==> src/rtl/ahbl_pkg.sv <==
// rtl/ahbl_pkg.sv - shared AHB-Lite encodings for the two-master arbiter
// Contents: HTRANS and HRESP encodings, port FSM state encoding, address-phase record.
package ahbl_pkg;

  typedef enum logic [1:0] {
    HTRANS_IDLE   = 2'b00,
    HTRANS_BUSY   = 2'b01,
    HTRANS_NONSEQ = 2'b10,
    HTRANS_SEQ    = 2'b11
  } htrans_e;

  typedef enum logic {
    HRESP_OKAY  = 1'b0,
    HRESP_ERROR = 1'b1
  } hresp_e;

  typedef enum logic [1:0] {
    PS_IDLE = 2'b00,
    PS_PEND = 2'b01,
    PS_DATA = 2'b10
  } port_state_e;

  // One address phase as offered to the bus.
  typedef struct packed {
    logic [31:0] addr;
    logic [1:0]  trans;
    logic [2:0]  size;
    logic        write;
  } addr_phase_t;

endpackage

==> src/rtl/ahbl_arbiter_2_if.sv <==
// rtl/ahbl_arbiter_2_if.sv - one AHB-Lite link between a master and a slave
// master modport: drives haddr/htrans/hsize/hwrite/hwdata, receives hready/hrdata/hresp.
// slave modport : the mirror image.
interface ahbl_arbiter_2_if;
  logic [31:0] haddr;
  logic [1:0]  htrans;
  logic [2:0]  hsize;
  logic        hwrite;
  logic [31:0] hwdata;
  logic        hready;
  logic [31:0] hrdata;
  logic        hresp;

  modport master (output haddr, htrans, hsize, hwrite, hwdata,
                  input  hready, hrdata, hresp);
  modport slave  (input  haddr, htrans, hsize, hwrite, hwdata,
                  output hready, hrdata, hresp);
endinterface

==> src/rtl/ahbl_arb_port.sv <==
// rtl/ahbl_arb_port.sv - per-master port: one-entry address buffer, IDLE/PEND/DATA FSM
// Ports: HCLK, HRESETn     clock, async active-low reset
//        m                 master link (slave side): requests in, hready/hresp/hrdata out
//        bus_hready/hresp/hrdata  shared bus return signals
//        grant             arbiter selected this port in this cycle
//        dsel              this port owns the current bus data phase
//        cand              port is competing for the bus (buffered or live request)
//        pend              port holds a buffered request
//        src               address phase the port offers (buffer when pending, else live inputs)
module ahbl_arb_port
  import ahbl_pkg::*;
(
  input  logic            HCLK,
  input  logic            HRESETn,
  ahbl_arbiter_2_if.slave m,
  input  logic            bus_hready,
  input  logic            bus_hresp,
  input  logic [31:0]     bus_hrdata,
  input  logic            grant,
  input  logic            dsel,
  output logic            cand,
  output logic            pend,
  output addr_phase_t     src
);

  port_state_e state;
  addr_phase_t buffer;
  addr_phase_t live_ap;
  logic        live;
  logic        take;

  assign live_ap = {m.haddr, m.htrans, m.hsize, m.hwrite};
  assign pend    = (state == PS_PEND);

  // While in DATA the master's data phase is the bus data phase, so bus wait states pass through.
  assign m.hready = (state == PS_IDLE) || ((state == PS_DATA) && bus_hready);
  assign m.hresp  = dsel ? bus_hresp : HRESP_OKAY;
  assign m.hrdata = bus_hrdata;

  assign live = m.htrans[1] && m.hready;
  assign cand = live || pend;
  assign take = grant && bus_hready;
  assign src  = pend ? buffer : live_ap;

  always_ff @(posedge HCLK or negedge HRESETn) begin
    if (!HRESETn) begin
      state  <= PS_IDLE;
      buffer <= '0;
    end else begin
      case (state)
        PS_PEND: if (take) state <= PS_DATA;
        default: begin
          if (live) begin
            if (take) begin
              state <= PS_DATA;
            end else begin
              // The master already saw HREADY=1, so the request must be kept here.
              state  <= PS_PEND;
              buffer <= live_ap;
            end
          end else if ((state == PS_DATA) && bus_hready) begin
            state <= PS_IDLE;
          end
        end
      endcase
    end
  end

endmodule

==> src/rtl/ahbl_arbiter_2.sv <==
// rtl/ahbl_arbiter_2.sv - two-master AHB-Lite arbiter sharing one bus between M0 (CPU) and M1 (DMA)
// Params: RR       1 = round-robin on ties, 0 = fixed priority (M0 wins)
// Ports:  HCLK, HRESETn   clock, async active-low reset
//         m0, m1          master links (slave side)
//         bus             shared bus (master side) towards the splitter
//         HMASTER         current address-phase owner
module ahbl_arbiter_2
  import ahbl_pkg::*;
#(
  parameter bit RR = 1'b1
) (
  input  logic             HCLK,
  input  logic             HRESETn,
  ahbl_arbiter_2_if.slave  m0,
  ahbl_arbiter_2_if.slave  m1,
  ahbl_arbiter_2_if.master bus,
  output logic             HMASTER
);

  logic [1:0]  cand;
  logic [1:0]  pend;
  logic [1:0]  grant;
  logic [1:0]  dsel;
  logic [1:0]  pool;
  addr_phase_t src [2];
  addr_phase_t sel_ap;
  logic        gnt_any;
  logic        gnt_sel;
  logic        tie_sel;
  logic        rr_ptr;
  logic        owner;
  logic        dvalid;
  logic [31:0] haddr_q;
  logic [2:0]  hsize_q;
  logic        hwrite_q;

  ahbl_arb_port u_port0 (
    .HCLK       (HCLK),
    .HRESETn    (HRESETn),
    .m          (m0),
    .bus_hready (bus.hready),
    .bus_hresp  (bus.hresp),
    .bus_hrdata (bus.hrdata),
    .grant      (grant[0]),
    .dsel       (dsel[0]),
    .cand       (cand[0]),
    .pend       (pend[0]),
    .src        (src[0])
  );

  ahbl_arb_port u_port1 (
    .HCLK       (HCLK),
    .HRESETn    (HRESETn),
    .m          (m1),
    .bus_hready (bus.hready),
    .bus_hresp  (bus.hresp),
    .bus_hrdata (bus.hrdata),
    .grant      (grant[1]),
    .dsel       (dsel[1]),
    .cand       (cand[1]),
    .pend       (pend[1]),
    .src        (src[1])
  );

  assign tie_sel = RR ? rr_ptr : 1'b0;
  // Buffered requests have already been held off once, so they beat fresh requests;
  // otherwise a fixed-priority M0 could starve a buffered M1 forever.
  assign pool    = (pend != 2'b00) ? pend : cand;
  // No grant while HREADY=0: the address phase on the bus cannot change until it completes.
  assign gnt_any = HRESETn && bus.hready && (pool != 2'b00);
  assign gnt_sel = (pool == 2'b11) ? tie_sel : pool[1];
  assign grant   = gnt_any ? (gnt_sel ? 2'b10 : 2'b01) : 2'b00;
  assign dsel    = dvalid ? (owner ? 2'b10 : 2'b01) : 2'b00;
  assign sel_ap  = src[gnt_sel];

  always_comb begin
    bus.htrans = HTRANS_IDLE;
    bus.haddr  = haddr_q;
    bus.hsize  = hsize_q;
    bus.hwrite = hwrite_q;
    if (gnt_any) begin
      bus.haddr  = sel_ap.addr;
      bus.hsize  = sel_ap.size;
      bus.hwrite = sel_ap.write;
      // A delayed transfer or a new owner cannot continue a burst the slave was tracking.
      bus.htrans = (pend[gnt_sel] || (gnt_sel != owner)) ? HTRANS_NONSEQ : sel_ap.trans;
    end
  end

  assign bus.hwdata = owner ? m1.hwdata : m0.hwdata;
  assign HMASTER    = gnt_any ? gnt_sel : owner;

  // owner doubles as the data-phase owner: it is updated exactly when a transfer is accepted.
  always_ff @(posedge HCLK or negedge HRESETn) begin
    if (!HRESETn) begin
      rr_ptr   <= 1'b0;
      owner    <= 1'b0;
      dvalid   <= 1'b0;
      haddr_q  <= '0;
      hsize_q  <= '0;
      hwrite_q <= 1'b0;
    end else begin
      haddr_q  <= bus.haddr;
      hsize_q  <= bus.hsize;
      hwrite_q <= bus.hwrite;
      if (bus.hready) begin
        dvalid <= gnt_any;
        if (gnt_any) begin
          owner  <= gnt_sel;
          rr_ptr <= ~gnt_sel;
        end
      end
    end
  end

endmodule

==> src/flat_wrapper.sv <==
// flat-port wrapper written by rule: the top's interface ports become plain ports
module ahbl_arbiter_2_flat import ahbl_pkg::*;
#(
  parameter bit RR = 1'b1
)
  (HCLK, HRESETn, HMASTER, m0_haddr, m0_htrans, m0_hsize, m0_hwrite, m0_hwdata, m0_hready, m0_hrdata, m0_hresp, m1_haddr, m1_htrans, m1_hsize, m1_hwrite, m1_hwdata, m1_hready, m1_hrdata, m1_hresp, bus_haddr, bus_htrans, bus_hsize, bus_hwrite, bus_hwdata, bus_hready, bus_hrdata, bus_hresp);
  ahbl_arbiter_2_if m0_i ();
  ahbl_arbiter_2_if m1_i ();
  ahbl_arbiter_2_if bus_i ();
  input  logic HCLK;
  input  logic HRESETn;
  output logic HMASTER;
  input wire logic [$bits(m0_i.haddr)-1:0] m0_haddr;
  input wire logic [$bits(m0_i.htrans)-1:0] m0_htrans;
  input wire logic [$bits(m0_i.hsize)-1:0] m0_hsize;
  input wire logic [$bits(m0_i.hwrite)-1:0] m0_hwrite;
  input wire logic [$bits(m0_i.hwdata)-1:0] m0_hwdata;
  output wire logic [$bits(m0_i.hready)-1:0] m0_hready;
  output wire logic [$bits(m0_i.hrdata)-1:0] m0_hrdata;
  output wire logic [$bits(m0_i.hresp)-1:0] m0_hresp;
  input wire logic [$bits(m1_i.haddr)-1:0] m1_haddr;
  input wire logic [$bits(m1_i.htrans)-1:0] m1_htrans;
  input wire logic [$bits(m1_i.hsize)-1:0] m1_hsize;
  input wire logic [$bits(m1_i.hwrite)-1:0] m1_hwrite;
  input wire logic [$bits(m1_i.hwdata)-1:0] m1_hwdata;
  output wire logic [$bits(m1_i.hready)-1:0] m1_hready;
  output wire logic [$bits(m1_i.hrdata)-1:0] m1_hrdata;
  output wire logic [$bits(m1_i.hresp)-1:0] m1_hresp;
  output wire logic [$bits(bus_i.haddr)-1:0] bus_haddr;
  output wire logic [$bits(bus_i.htrans)-1:0] bus_htrans;
  output wire logic [$bits(bus_i.hsize)-1:0] bus_hsize;
  output wire logic [$bits(bus_i.hwrite)-1:0] bus_hwrite;
  output wire logic [$bits(bus_i.hwdata)-1:0] bus_hwdata;
  input wire logic [$bits(bus_i.hready)-1:0] bus_hready;
  input wire logic [$bits(bus_i.hrdata)-1:0] bus_hrdata;
  input wire logic [$bits(bus_i.hresp)-1:0] bus_hresp;
  assign m0_i.haddr = m0_haddr;
  assign m0_i.htrans = m0_htrans;
  assign m0_i.hsize = m0_hsize;
  assign m0_i.hwrite = m0_hwrite;
  assign m0_i.hwdata = m0_hwdata;
  assign m0_hready = m0_i.hready;
  assign m0_hrdata = m0_i.hrdata;
  assign m0_hresp = m0_i.hresp;
  assign m1_i.haddr = m1_haddr;
  assign m1_i.htrans = m1_htrans;
  assign m1_i.hsize = m1_hsize;
  assign m1_i.hwrite = m1_hwrite;
  assign m1_i.hwdata = m1_hwdata;
  assign m1_hready = m1_i.hready;
  assign m1_hrdata = m1_i.hrdata;
  assign m1_hresp = m1_i.hresp;
  assign bus_haddr = bus_i.haddr;
  assign bus_htrans = bus_i.htrans;
  assign bus_hsize = bus_i.hsize;
  assign bus_hwrite = bus_i.hwrite;
  assign bus_hwdata = bus_i.hwdata;
  assign bus_i.hready = bus_hready;
  assign bus_i.hrdata = bus_hrdata;
  assign bus_i.hresp = bus_hresp;
  ahbl_arbiter_2 #(.RR(RR)) u_core (.HCLK(HCLK), .HRESETn(HRESETn), .m0(m0_i), .m1(m1_i), .bus(bus_i), .HMASTER(HMASTER));
endmodule
==> config.mk <==
export PLATFORM = sky130hd
export DESIGN_NAME = ahbl_arbiter_2_flat
export DESIGN_NICKNAME = d
export VERILOG_FILES = /design/src/rtl/ahbl_pkg.sv /design/src/rtl/ahbl_arbiter_2_if.sv /design/src/rtl/ahbl_arb_port.sv /design/src/rtl/ahbl_arbiter_2.sv /design/src/flat_wrapper.sv
export SDC_FILE = /design/constraint.sdc
export NUM_CORES = 1
export LEC_CHECK = 0
export BUFFER_PORTS_ARGS = -buffer_cell sky130_fd_sc_hd__buf_4
export CORE_AREA = 2 2 122 124
export CTS_CLUSTER_DIAMETER = 50
export DETAILED_ROUTE_END_ITERATION = 10
export DIE_AREA = 0 0 124 126
export MAX_ROUTING_LAYER = met4
export PLACE_DENSITY = 0.89
export SLEW_MARGIN = 10
export SYNTH_ARGS = -nofsm -noshare
export SYNTH_HDL_FRONTEND = slang
export SYNTH_SLANG_ARGS = --single-unit
export TNS_END_PERCENT = 1
==> constraint.sdc <==
create_clock -name HCLK -period 6.2 [get_ports HCLK]
set_clock_uncertainty 0.2 [all_clocks]
set_input_delay 1.24 -clock HCLK [delete_from_list [all_inputs] [get_ports HCLK]]
set_output_delay 1.24 -clock HCLK [all_outputs]
set_load 0.03 [all_outputs]
==> impl_metrics.ini, run 1 <==
[setup_path]
path_cells = nand2b_2, a21oi_1, o31ai_4, buf_4, a21oi_1, a221o_1, buf_4
path_delay_family = compound AO/OA/AOI/OAI gates
cpMaxStageDelayCell = o31ai_4
path_depth = 7
cp-start-kind = flop
reg2regPathDepth = 7
worstSetupEndpointType = output port
worst-path-max-fanout = 40
worstSetupPathType = reg2out
slowest_delay_ns = 0.87
crit_arrival_ns = 3.80
path_buf_inv = 2
required_ns = 4.76

[min_path]
min_path_type = reg2reg
holdPathStages = 1

[final_layout]
fillers = 1243
fin_nets = 875
final_cell_mix = buf_4 (227), dfrtp_1 (117), nand2_1 (79), mux2_1 (74), mux2_2 (69)
fin_util_pct = 57.3
drive_gt1_share_pct = 46.9
area_delta_synth_final_pct = 30.7
layout_commonest_cell = buf_4

[clock_tree]
ctsHoldBuffers = 0
clkSlewWorstSetupHoldPaths_ns = 0.05
post_cts_buffers = 0
cts_made_buffers = 17
clockBufferDepth = 2
clkSinkCount = 117
cts_tree = built
cts_root_buffer = clkbuf_16
clk_latency_ns = 0.41
htreeDepth = 4
cts_resized = 0

[detailed_routing]
via_per_inst = 5.44
dr.pass1.iters = 4
drt-total-wl_mm = 17.5
drt-initial-drc-count = 270
drc = 0
avgRoutedWirePerCell_microns = 19.5
ant_nets = 0
via_count = 4876

[power_and_ir_drop]
power_density_nw_per_um2 = 541
total_power_mw = 4.44
power_leakage_nw = 3.87
ir_worst_vdd_uv = 287

[yosys]
syn_avg_cell_area_sq_um = 11.4
synth_cell_types = 29
synth_cells = 552
async_flop_share_pct = 100
synth_fp_nets = 728
synth_top_area_cell = dfrtp_1
yosysTopAreaCellShare_pct = 46.6
ys_warn_count = 0
ys.flop_type = dfrtp_1
synth.area.top_cells = dfrtp_1 (47%), mux2_1 (13%), mux2_2 (12%)
netlist_area_sq_um = 6280
ys_ff_latch = 117
synth_edf_count = 0
ys_seq_area_share_pct = 46.6

[flow_run]
drv_cap = 0

[sta]
tightestPinTransition_ns = 1.08
hold_viol = 0
fin_tns_setup_ns = 0
grt_setup_unrepaired = false
min_period_ns = 5.24
finalCritPeriodShare_pct = 84.5
finalSetupViolCount = 0
fmax_ghz = 0.191
drv_slew = 0
slew_headroom_pct = 27.5

[global_routing]
grt_use_total_pct = 23.3
antenna_found_initial = 0
grt_max_degree = 75
grt_pass1_vias = 5009
gr-total-overflow = 0
grt_pass1_wl_mm = 26.5

[placement]
gp_congestion = 0.862
port_buffers = 218
dp_hpwl_mm = 12.3

[die]
initial_core_util_pct = 43.9
io_pins = 315
rows = 44
core_area_sq_um = 14300
fp.dieH_microns = 126
die-area_sq_um = 15600
fp.dieW_microns = 124

[outcome]
status = finished, final reports clean
[flip-flops by register name, summed over array words and instances, names as in the netlist]
| name | cells |
|---|---|
| u_core.dvalid | 1 |
| u_core.haddr_q | 32 |
| u_core.hsize_q | 3 |
| u_core.hwrite_q | 1 |
| u_core.owner | 1 |
| u_core.rr_ptr | 1 |
| u_core.u_port0.buffer | 37 |
| u_core.u_port0.state | 2 |
| u_core.u_port1.buffer | 37 |
| u_core.u_port1.state | 2 |
[final cells by class]
cell class              count  area (sq um)  area share, %
diodes                      1          2.50         0.0305
clock buffers              23           488           5.95
clock inverters             9           100           1.22
inverters                   4          15.0          0.183
multi-input cells         332          2740           33.4
flip-flops and latches    117          2930           35.7
well taps                 184           230           2.81
repair buffers            227          1700           20.8
[report_power, final]
part | total [mW] | switching, mW | internal (mW)
logic | 2.16 | 1.22 | 0.933
registers | 1.32 | 0.179 | 1.14
clock network | 0.970 | 0.340 | 0.630
total | 4.44 | 1.74 | 2.70
[cell usage after synthesis, drive strengths merged (2+ instances only)]
cell      n
a21boi    2
a21o      5
a21oi    44
a221o    36
buf      76
clkbuf   23
dfrtp   117
inv       4
mux2    143
nand2    79
nand2b    4
nor2      5
o21ai     2
[logic make-up after synthesis]
kind of cell | Yosys count | share of synthesized area (%)
buf+inv | 103 | 10.5
mux | 144 | 25.8
compound gates | 93 | 10.9
simple gates | 94 | 6.04
xor+xnor | 1 | 0.139
flops | 117 | 46.6
[path summary, 6_finish.rpt]
path	from	end	slack, ns
worst min register to register	u_core.u_port1.buffer[7]	u_core.u_port1.buffer[7]	0.28
worst max-delay path	u_core.u_port0.state[1]	bus_haddr[1]	0.96
max in group asynchronous	HRESETn	u_core.u_port1.buffer[26]	3.72
worst max register to register	u_core.u_port0.state[1]	u_core.u_port0.buffer[2]	1.36
worst min-delay path	u_core.u_port1.buffer[7]	u_core.u_port1.buffer[7]	0.28
min in group asynchronous	HRESETn	u_core.u_port0.buffer[4]	0.71
[per-layer routing]
metal | GRT usage [%] | up-vias | part of all wire [%]
li1 | - | 2198 | -
met1 | 26.7 | 2417 | 39
met2 | 39.3 | 235 | 53
met3 | 6.39 | 26 | 6.4
met4 | 7.73 | 0 | 1.7
met5 | - | - | 0
[per-stage QoR]
stage,cell area (sq um),setup WS (ns),std cells,hold WS [ns]
floorplan,6280,1.63,552,0.252
global placement,7620,1.41,864,0.261
detailed placement,7620,1.33,864,0.268
CTS,8200,0.917,896,0.282
global route,8200,0.712,896,0.296
finish,8210,0.964,897,0.281
No activity file was read; power rests on OpenSTA's default activity.
==> run 2, diff against run 1 <==
Settings changed: ABC_AREA set to 1, CORE_AREA 2 2 122 124 to unset, CORE_ASPECT_RATIO set to 0.8, CORE_MARGIN set to 2, CORE_UTILIZATION set to 43, DIE_AREA 0 0 124 126 to unset, PLACE_DENSITY 0.89 to 0.9.
Clock period 6.2 ns to 4.3 ns, I/O delays scaled along.
==> impl_metrics.ini, run 2 <==
[outcome]
status = finished, final reports clean

[placement]
dp.cells = 1265
dp_hpwl_mm = 12.7
gp_congestion = 0.897
dpl_cell_area_sq_um = 7930
port_buffers = 218

[final_layout]
diodes = 0
fin_nets = 1250
area_delta_synth_final_pct = 27.2
finalInstanceArea_sq_um = 8510
fin_util_pct = 56.3
stdcell_count = 1297
layout_commonest_cell = nand2_1
final_cell_mix = nand2_1 (479), buf_4 (231), dfrtp_1 (117), nand3_1 (75), o21ai_0 (50)
largestRegisters = u_core.u_port0.buffer x37, u_core.u_port1.buffer x37, u_core.haddr_q x32
drive_gt1_share_pct = 27.1

[die]
die-area_sq_um = 16600
rows = 40
initial_core_util_pct = 44.2
fp.dieH_microns = 116
io_pins = 315
core_area_sq_um = 15100
fp.dieW_microns = 143

[clock_tree]
clkSlewWorstSetupHoldPaths_ns = 0.06
cts_made_buffers = 17
clk_latency_ns = 0.40
clockBufferDepth = 2
clkSinkCount = 117
post_cts_buffers = 0
cts_root_buffer = clkbuf_16
cts_tree = built
htreeDepth = 4

[detailed_routing]
via_count = 6345
dr.pass1.iters = 7
ant_nets = 0
via_per_inst = 4.89
drt-initial-drc-count = 410
drt-total-wl_mm = 18.7
drc = 0
avgRoutedWirePerCell_microns = 14.4

[global_routing]
gr-total-overflow = 0
grt_pass1_vias = 6058
grt_max_degree = 78
grt_use_total_pct = 23.6
grt_pass1_wl_mm = 30.0
antenna_found_initial = 0

[sta]
finalSetupViolCount = 0
hold_viol = 0
fin_tns_setup_ns = 0
tightestPinTransition_ns = 1.01
grt_setup_unrepaired = false
min_period_ns = 3.98
slew_headroom_pct = 32.7
drv_slew = 0
finalCritPeriodShare_pct = 92.6
fmax_ghz = 0.251

[yosys]
yosysMostFrequentCell = nand2_1
ys.flop_type = dfrtp_1
netlist_area_sq_um = 6690
synth_cell_types = 26
synth_fp_nets = 1117
synth.area.top_cells = dfrtp_1 (44%), nand2_1 (27%), buf_4 (7.7%)
ys_seq_area_share_pct = 43.8
synth_edf_count = 0
synth_common_cells = nand2_1 (479), dfrtp_1 (117), nand3_1 (75)
async_flop_share_pct = 100
syn_avg_cell_area_sq_um = 7.10
ys_ff_latch = 117
ys_warn_count = 0
yosysTopAreaCellShare_pct = 43.8
synth_top_area_cell = dfrtp_1
synth_cells = 941

[setup_path]
required_ns = 3.24
cp-start-kind = flop
worst-path-max-fanout = 36
worstSetupPathType = reg2out
worstSetupEndpointType = output port
crit_arrival_ns = 2.92

[power_and_ir_drop]
power_leakage_nw = 4.70
swShare_pct = 46.1
ir_worst_vdd_uv = 379
pwr-share-seq_pct = 28.3
p_sw_mw = 3.03
total_power_mw = 6.57
p_comb_share_pct = 50.7
p_int_mw = 3.54
power_density_nw_per_um2 = 772
clockPowerShare_pct = 21.1

[min_path]
min_path_type = reg2reg

[flow_run]
drv_cap = 0
## run 2: through the flow
stage / hold slack (ns) / setup WS, ns
floorplan: 0.242 / 1.12
global placement: 0.253 / 0.645
detailed placement: 0.259 / 0.558
CTS: 0.272 / 0.0920
global route: 0.293 / 0.0558
finish: 0.269 / 0.320
## run 2: area by class of cell
| type | count | area (sq um) |
|---|---|---|
| fillers | 1367 | 6610 |
| clock inverters | 14 | 139 |
| inverters | 50 | 190 |
| repair buffers | 231 | 1730 |
| multi-input cells | 657 | 2810 |
| flip-flops and latches | 117 | 2930 |
| clock buffers | 18 | 439 |
| well taps | 210 | 263 |
## run 2: worst paths after layout
check / end / depth (start not counted) / from / slack [ns]
min: u_core.u_port1.buffer[0] / 2 / u_core.u_port1.buffer[0] / 0.27
min in group asynchronous: u_core.u_port1.state[1] / 2 / HRESETn / 0.37
max in group asynchronous: u_core.u_port1.buffer[17] / 3 / HRESETn / 2.10
max reg2reg: u_core.u_port1.buffer[30] / 10 / u_core.u_port1.state[1] / 1.13
min reg2reg: u_core.u_port1.buffer[0] / 2 / u_core.u_port1.buffer[0] / 0.27
max: bus_haddr[1] / 10 / u_core.u_port1.state[1] / 0.32
## run 2: routing by layer
metal	routed length (microns)	GRT usage (%)	vias to the layer above
li1	-	-	3124
met1	8430	31.4	2900
met2	8350	35.8	298
met3	1720	7.11	23
met4	155	5.36	0
met5	0	-	-
## run 2: power by group through the flow
stage	clock network, mW	registers [mW]	logic (mW)
after floorplan	0	1.79	2.46
after global placement	0	1.84	3.25
after detailed placement	0	1.86	3.33
after CTS	1.41	1.85	3.35
after global routing	1.45	1.91	3.69
final	1.38	1.86	3.33
## run 2: kinds of logic after synthesis
| kind of cell | synth area share (%) |
|---|---|
| AND/OR/NAND/NOR | 34.6 |
| buffers and inverters | 14.4 |
| AO/OA/AOI/OAI | 7.22 |
| flip-flops | 43.8 |
## run 2: worst max-delay path, cell delays in order, from the launching register on
cell and delay, ns:
dfrtp_1 0.43, nor2_4 0.45, inv_2 0.32, nand2_1 0.24
nor2_2 0.10, nor2_8 0.14, nand2_4 0.10, inv_4 0.33
nand2_1 0.12, nand3_1 0.12, buf_4 0.17
## run 2: what timing repair did
action | in CTS | in global routing
gates resized for setup | 0 | 2
hold buffers | 0 | 0
setup endpoints to repair | 0 | 36
